## config.mk

```make
export PLATFORM = sky130hd
export DESIGN_NAME = usr_deser_8bit_flat
export DESIGN_NICKNAME = d
export VERILOG_FILES = /design/src/rtl/usr_deser_8bit_if.sv /design/src/rtl/usr_deser_8bit.sv /design/src/flat_wrapper.sv
export SDC_FILE = /design/constraint.sdc
export NUM_CORES = 1
export LEC_CHECK = 0
export CORE_ASPECT_RATIO = 1.2
export CORE_MARGIN = 2
export CORE_UTILIZATION = 35
export CTS_BUF_LIST = sky130_fd_sc_hd__clkbuf_8
export CTS_CLUSTER_DIAMETER = 150
export CTS_CLUSTER_SIZE = 30
export DETAILED_ROUTE_END_ITERATION = 6
export GPL_ROUTABILITY_DRIVEN = 0
export SLEW_MARGIN = 20
export SYNTH_ARGS = -nofsm -noshare
export SYNTH_HDL_FRONTEND = slang
export SYNTH_SLANG_ARGS = --single-unit
```

## constraint.sdc

```tcl
create_clock -name clk -period 3.1 [get_ports clk]
set_clock_uncertainty 0.1 [all_clocks]
set_input_delay 0.62 -clock clk [delete_from_list [all_inputs] [get_ports clk]]
set_output_delay 0.62 -clock clk [all_outputs]
set_load 0.02 [all_outputs]
```

## src/rtl/usr_deser_8bit_if.sv

```systemverilog
// Serial-in / parallel-out bus for usr_deser_8bit. The slave modport is the receiver side,
// and the master modport is the bit source plus the word consumer.
interface usr_deser_8bit_if #(
  parameter int WIDTH = 8
);
  localparam int CW = $clog2(WIDTH) + 1;

  logic             s_valid;
  logic             s_data;
  logic             s_start;
  logic             s_dir;
  logic             s_ready;
  logic [WIDTH-1:0] m_data;
  logic             m_valid;
  logic             m_ready;
  logic             frame_err;
  logic [CW-1:0]    bit_cnt;

  modport master (
    output s_valid, s_data, s_start, s_dir, m_ready,
    input  s_ready, m_data, m_valid, frame_err, bit_cnt
  );

  modport slave (
    input  s_valid, s_data, s_start, s_dir, m_ready,
    output s_ready, m_data, m_valid, frame_err, bit_cnt
  );
endinterface

```

## src/rtl/usr_deser_8bit.sv

```systemverilog
// Serial-to-parallel receiver. It collects WIDTH bits LSB- or MSB-first into a word.
// The word is presented on a registered valid/ready port, and a mid-frame restart is flagged.
module usr_deser_8bit #(
  parameter int WIDTH = 8
) (
  input logic              clk,
  input logic              rst,
  usr_deser_8bit_if.slave  bus
);
  localparam int CW = $clog2(WIDTH) + 1;

  typedef enum logic [1:0] {IDLE, SHIFT, FULL} state_t;

  state_t           state;
  logic [WIDTH-1:0] shreg;
  logic [WIDTH-1:0] shifted;
  logic [WIDTH-1:0] m_data_q;
  logic             m_valid_q;
  logic             frame_err_q;
  logic [CW-1:0]    bit_cnt_q;
  logic             dir_q;
  logic             shift_dir;
  logic             accept;
  logic             draining;
  logic             last_bit;

  assign bus.s_ready   = (state != FULL);
  assign bus.m_data    = m_data_q;
  assign bus.m_valid   = m_valid_q;
  assign bus.frame_err = frame_err_q;
  assign bus.bit_cnt   = bit_cnt_q;

  assign accept   = bus.s_valid && bus.s_ready;
  assign draining = m_valid_q && bus.m_ready;
  assign last_bit = (bit_cnt_q == CW'(WIDTH - 1));

  // A start bit shifts with the direction it brings, not the one latched for the old frame.
  assign shift_dir = (state == SHIFT && !bus.s_start) ? dir_q : bus.s_dir;
  assign shifted   = shift_dir ? {shreg[WIDTH-2:0], bus.s_data}
                               : {bus.s_data, shreg[WIDTH-1:1]};

  always_ff @(posedge clk) begin
    if (rst) begin
      state       <= IDLE;
      shreg       <= '0;
      bit_cnt_q   <= '0;
      m_data_q    <= '0;
      m_valid_q   <= 1'b0;
      frame_err_q <= 1'b0;
      dir_q       <= 1'b0;
    end else begin
      frame_err_q <= 1'b0;
      if (draining)
        m_valid_q <= 1'b0;

      case (state)
        IDLE: begin
          if (accept && bus.s_start) begin
            dir_q     <= bus.s_dir;
            shreg     <= shifted;
            bit_cnt_q <= CW'(1);
            state     <= SHIFT;
          end
        end

        SHIFT: begin
          if (accept) begin
            if (bus.s_start) begin
              frame_err_q <= 1'b1;
              dir_q       <= bus.s_dir;
              shreg       <= shifted;
              bit_cnt_q   <= CW'(1);
            end else if (last_bit) begin
              bit_cnt_q <= '0;
              // Park the word in shreg when the output slot cannot take it this cycle.
              if (!m_valid_q || draining) begin
                m_data_q  <= shifted;
                m_valid_q <= 1'b1;
                state     <= IDLE;
              end else begin
                shreg <= shifted;
                state <= FULL;
              end
            end else begin
              shreg     <= shifted;
              bit_cnt_q <= bit_cnt_q + CW'(1);
            end
          end
        end

        FULL: begin
          if (draining) begin
            m_data_q  <= shreg;
            m_valid_q <= 1'b1;
            state     <= IDLE;
          end
        end

        default: state <= IDLE;
      endcase
    end
  end
endmodule
```

## src/flat_wrapper.sv

```systemverilog
// flat-port wrapper written by rule: the top's interface ports become plain ports
module usr_deser_8bit_flat 
#(
  parameter int WIDTH = 8
)
  (clk, rst, bus_s_valid, bus_s_data, bus_s_start, bus_s_dir, bus_m_ready, bus_s_ready, bus_m_data, bus_m_valid, bus_frame_err, bus_bit_cnt);
  usr_deser_8bit_if #(.WIDTH(WIDTH)) bus_i ();
  input logic clk;
  input logic rst;
  input wire logic [$bits(bus_i.s_valid)-1:0] bus_s_valid;
  input wire logic [$bits(bus_i.s_data)-1:0] bus_s_data;
  input wire logic [$bits(bus_i.s_start)-1:0] bus_s_start;
  input wire logic [$bits(bus_i.s_dir)-1:0] bus_s_dir;
  input wire logic [$bits(bus_i.m_ready)-1:0] bus_m_ready;
  output wire logic [$bits(bus_i.s_ready)-1:0] bus_s_ready;
  output wire logic [$bits(bus_i.m_data)-1:0] bus_m_data;
  output wire logic [$bits(bus_i.m_valid)-1:0] bus_m_valid;
  output wire logic [$bits(bus_i.frame_err)-1:0] bus_frame_err;
  output wire logic [$bits(bus_i.bit_cnt)-1:0] bus_bit_cnt;
  assign bus_i.s_valid = bus_s_valid;
  assign bus_i.s_data = bus_s_data;
  assign bus_i.s_start = bus_s_start;
  assign bus_i.s_dir = bus_s_dir;
  assign bus_i.m_ready = bus_m_ready;
  assign bus_s_ready = bus_i.s_ready;
  assign bus_m_data = bus_i.m_data;
  assign bus_m_valid = bus_i.m_valid;
  assign bus_frame_err = bus_i.frame_err;
  assign bus_bit_cnt = bus_i.bit_cnt;
  usr_deser_8bit #(.WIDTH(WIDTH)) u_core (.clk(clk), .rst(rst), .bus(bus_i));
endmodule
```

# Word-level counts from Yosys, hierarchy flattened

Cells that the tools add are included.

Word-level logic and storage cells: 76
Output and inout bits: 15
Register bits after elaboration: 25
Input bits: 7

Add/subtract/negate cells: 1
Bitwise logic cells: 2
Reductions and logical operators: 16
Muxes and demuxes: 38
Equal/unequal tests: 12

Operators by type and width:

| cell                                                                     | count |
|---|---|
| 8-bit two-way mux                                                        | 11 |
| 8-bit case mux with 2 select lines                                       | 2 |
| 4-bit two-way mux                                                        | 4 |
| 2-bit two-way mux                                                        | 6 |
| 1-bit two-way mux                                                        | 11 |
| 2-bit by 1-bit inequality test with 1-bit output (second input constant) | 4 |
| 2-bit inequality test (second input constant)                            | 4 |
| 4-bit case mux with 2 select lines                                       | 1 |
| 4-bit AND reduction                                                      | 2 |
| 2-bit case mux with 3 select lines                                       | 1 |
| 6-bit AND reduction                                                      | 1 |
| 5-bit AND reduction                                                      | 1 |
| 4-bit by 1-bit adder with 4-bit output (second input constant)           | 1 |
| 4-bit by 3-bit == test with 1-bit output (second input constant)         | 1 |
| 1-bit logical AND                                                        | 4 |
| 4-bit inequality test (second input constant)                            | 1 |
| 1-bit case mux with 2 select lines                                       | 2 |
| 2-bit nonzero test                                                       | 2 |
| 3-bit AND reduction                                                      | 1 |
| 3-bit OR reduction                                                       | 1 |
| 2-bit by 1-bit == test with 1-bit output (second input constant)         | 1 |
| 2-bit == test (second input constant)                                    | 1 |
| 1-bit zero test                                                          | 2 |
| 2-bit zero test                                                          | 1 |
| other kinds (2)                                                          | 3 |

# Logic depth before layout (Yosys ltp)

Depth after elaboration: 9
Mapped depth: 8
Mapped depth without buffers: 6

# Worst setup path after synthesis

Ideal clock, no wire load.

Path type: reg-to-reg
Start: register u_core.bit_cnt_q[0], in the netlist u_core.bus.bit_cnt[0]
End: register u_core.m_data_q[5], in the netlist u_core.bus.m_data[5]
Cell stages (with the launch flop): 7
Data required time: 2,933 ps
Buffers on the path: 1
Clock period less this slack: 2,008 ps
Path slack: 1,092 ps
Setup time: 67 ps
Data arrival time: 1,841 ps
Cells stage by stage: dfxtp_1 ha_1 and3b_2 a41oi_4 buf_6 or4_4 o21ai_2

Longest elaborated chain between the ends: 3

Ends and longest elaborated chain:

| element                                                    | RTL line             | RTL |
|---|---|---|
| from (decl)                                                | usr_deser_8bit.sv:20 | `logic [CW-1:0] bit_cnt_q;` |
| from (signal assigned)                                     | usr_deser_8bit.sv:86 | `bit_cnt_q <= bit_cnt_q + CW'(1);` |
| 4-bit by 3-bit == test with 1-bit output                   | usr_deser_8bit.sv:35 | `assign last_bit = (bit_cnt_q == CW'(WIDTH - 1));` |
| 2-bit by 1-bit inequality test with 1-bit output (no line) | n/a                  |  |
| 6-bit AND reduction (no line)                              | n/a                  |  |
| to (signal assigned)                                       | usr_deser_8bit.sv:77 | `m_data_q <= shifted;` |
| to (signal assigned)                                       | usr_deser_8bit.sv:93 | `m_data_q <= shreg;` |
| to (decl)                                                  | usr_deser_8bit.sv:17 | `logic [WIDTH-1:0] m_data_q;` |

Every way passes these cells.
A chain may end at the register's enable or synchronous reset.

# Final worst setup path

Start: register u_core.state[0]
End: output bus_s_ready

Longest elaborated chain between the ends: 1

Ends and longest elaborated chain:

| element                | RTL line             | RTL |
|---|---|---|
| from (decl)            | usr_deser_8bit.sv:14 | `state_t state;` |
| from (signal assigned) | usr_deser_8bit.sv:44 | `state <= IDLE;` |
| from (signal assigned) | usr_deser_8bit.sv:62 | `state <= SHIFT;` |
| from (signal assigned) | usr_deser_8bit.sv:79 | `state <= IDLE;` |
| 2-bit inequality test  | usr_deser_8bit.sv:27 | `assign bus.s_ready = (state != FULL);` |
| to (decl)              | flat_wrapper.sv:15   | `output wire logic [$bits(bus_i.s_ready)-1:0] bus_s_ready;` |

Every way passes these cells.

==> impl_metrics.tcl <==
set metrics [dict create \
    path_class "flip-flop to output pin" \
    synthMuxAreaShare_pct 14.07 \
    drc 0 \
    crit_path_end_kind "output pin" \
    grt_max_degree 21 \
    synth_nets 186 \
    crit_family "buffers and inverters" \
    insertion_delay_ns 0.27 \
    antenna_found_initial 0 \
    cp_data_required_time_ns 2.38 \
    fp.dieArea_sq_um 4972 \
    cts_root_buf "clkbuf_8" \
    syn_avg_cell_area_sq_um 8.844 \
    core_sq_um 4262 \
    avgViaCountPerCell 5.243 \
    ys_dominant_reg_cell "dfxtp_1" \
    maxSlewHeadroom_pct 57.20 \
    yosys.cell_count.top_type "nor2_1" \
    cts_setup_buffers 0 \
    synth_compound_area_share_pct 19.32 \
    tns_ns 0 \
    worstMarginPinSlew_ns 0.6400 \
    ir_drop_mv 0.1583 \
    synthTopCellsByArea "dfxtp_1 (32%), nor2_1 (8.0%), mux2_2 (6.5%)" \
    path_clk_slew_ns 0.09 \
    cap_violations 0 \
    wl_per_cell_microns 13.12 \
    port_buffers 21 \
    antenna_cells 0 \
    cp-start-kind "flip-flop" \
    holdWs_ns 0.3959 \
    rows 26 \
    synth_top_family_by_area "simple AND/OR/NAND/NOR gates" \
    htree_levels 1 \
    status "finished clean" \
    yosys_warnings 0 \
    yosys.area_share.adder_pct 3.234 \
    fmax_mhz 380.7 \
    routed_wl_microns 3292 \
    dieWidth_microns 64.71 \
    hpwlAfterDp_microns 2352 \
    hold_viol 0 \
    start_util_pct 36.32 \
    synth_edf_count 0 \
    slowest_stage "clkdlybuf4s50_1" \
    clockBufferDepth 2 \
    ys_ff_latch 25 \
    grt_overflow 0 \
    leakagePower_nw 0.6314 \
    slew_viol_final 0 \
    syn_area_sq_um 1548 \
    period_minus_slack_ns 2.627 \
    crit_buf_inv 3 \
    worst_ep_arrival_time_ns 1.91 \
    die_height_microns 76.85 \
    synth_commonest_cells "nor2_1 (33), dfxtp_1 (25), o21ai_0 (12), nor2b_1 (11), mux2_2 (9)" \
    async_flop_share_pct 0 \
    worst_slack_ns 0.4729 \
    cts_num_sinks 25 \
    layoutNonFillerInstCount 251 \
    cts_hold_buf 0 \
    yosysSeqAreaShare_pct 32.34 \
    post-route-util_pct 43.16 \
    synthSimpleGateAreaFrac_pct 25.38 \
    path_cells "inv_1 -> ha_1 -> clkinv_1 -> clkdlybuf4s50_1" \
    syn_inst 175 \
    vias 1316 \
    grt_pass1_wl_microns 5761 \
    p_per_area_nw_per_um2 358.1 \
    yosys.area.top_type "dfxtp_1" \
    cts_buffers 3 \
    synth_top_area_share_pct 32.34 \
    dp_slack_ns 0.4015 \
    slowest_delay_ns 0.62 \
    grtUsageTotal_pct 14.32 \
    cts_tree "yes" \
    fin_crit_sh_pct 84.74 \
    area_growth_syn_to_layout_pct 18.84 \
    finalSetupViolCount 0 \
    grt_pass1_vias 1228 \
    ys_types 41 \
    dp.cells 247 \
    cts_resized 0 \
    drt_iter0_drc 57 \
    fin_nets 207 \
    crit_fanout 9 \
    fillers 440 \
    synthXorXnorAreaFrac_pct 0.5659 \
    dr.pass1.iters 4 \
    min_path_type "flip-flop to flip-flop" \
    rsz0062_at_grt "false" \
    pin_count 22 \
    ant_nets 0 \
    drive_above_1_share_pct 13.85 \
]
==> cell families (layout without fill, tap and decap cells) <==
family / after synthesis / count (layout)
simple gates: 73 / 73
fa+ha+maj: 4 / 4
xor+xnor: 1 / 1
buf+inv: 13 / 33
mux: 19 / 19
compound gates: 40 / 40
flops: 25 / 25
==> where the power goes <==
group | internal [mW] | switching, mW
registers | 0.333 | 0.0145
clock network | 0.0888 | 0.104
logic | 0.0547 | 0.0635
total | 0.476 | 0.182
==> area by class of cell <==
class / instances / area, sq um / area share [%]
multi-input combinational: 137 / 968.4 / 52.65
sequential: 25 / 500.5 / 27.21
timing repair buffer: 25 / 240.2 / 13.06
tap: 56 / 70.07 / 3.810
clock buffer: 3 / 41.29 / 2.245
inverter: 4 / 15.01 / 0.8163
clock inverter: 1 / 3.754 / 0.2041
==> worst register-to-register path: stages (launching register included) <==
cell,delay [ns]
dfxtp_1,0.33
inv_1,0.08
ha_1,0.50
nand2b_2,0.19
mux2i_4,0.51
buf_4,0.24
mux2i_1,0.19
a211oi_1,0.08
==> layer usage <==
layer  track usage, %  vias up  share of wire [%]
met3            2.053        7                2.6
met2            23.51       22                 47
li1                 -      668                  -
met5                0        -                  0
met4            6.809        0                2.2
met1            18.17      619                 48
==> per-stage QoR <==
| step | total power [mW] | instance area (sq um) |
|---|---|---|
| after floorplan | 0.4417 | 1548 |
| after global placement | 0.4737 | 1794 |
| after detailed placement | 0.4734 | 1794 |
| after CTS | 0.6736 | 1839 |
| after global routing | 0.6947 | 1839 |
| final | 0.6586 | 1839 |
==> sequential cells by signal (all words and copies together) (netlist names) <==
| register | count |
|---|---|
| u_core.bus.m_valid | 1 |
| u_core.state | 2 |
| u_core.bus.bit_cnt | 4 |
| u_core.shreg | 8 |
| u_core.dir_q | 1 |
| u_core.bus.m_data | 8 |
| u_core.bus.frame_err | 1 |
==> cells in the final DEF (no fill, tap or decap), types with 2 or more instances in the layout <==
| cell type | netlist | final |
|---|---|---|
| o21ai_1 | 7 | 7 |
| a21oi_1 | 4 | 4 |
| nand3_1 | 4 | 4 |
| inv_1 | 3 | 4 |
| nor3_1 | 4 | 4 |
| nand3b_1 | 2 | 2 |
| nor2b_1 | 11 | 11 |
| buf_4 | 0 | 4 |
| or4_1 | 7 | 7 |
| nor2_1 | 33 | 33 |
| clkdlybuf4s50_1 | 0 | 21 |
| mux2i_1 | 8 | 8 |
| ha_1 | 4 | 4 |
| nand2_1 | 3 | 3 |
| o21ai_0 | 12 | 12 |
| mux2_2 | 9 | 9 |
| clkbuf_8 | 0 | 3 |
| a211oi_2 | 2 | 2 |
| dfxtp_1 | 25 | 25 |
| a211oi_1 | 7 | 7 |
==> final timing paths <==
kind	startpoint	to	slack, ns	cells past startpoint
worst max register to register	u_core.state[1]$_SDFFE_PP0P_	u_core.shreg[2]$_SDFFE_PP0P_	0.76	7
worst max-delay path	u_core.state[0]$_SDFFE_PP0P_	bus_s_ready	0.47	4
worst min register to register	u_core.bus.bit_cnt[1]$_SDFFE_PP0P_	u_core.bus.bit_cnt[1]$_SDFFE_PP0P_	0.40	2
worst min-delay path	u_core.bus.bit_cnt[1]$_SDFFE_PP0P_	u_core.bus.bit_cnt[1]$_SDFFE_PP0P_	0.40	2
No activity file was read; power rests on OpenSTA's default activity.
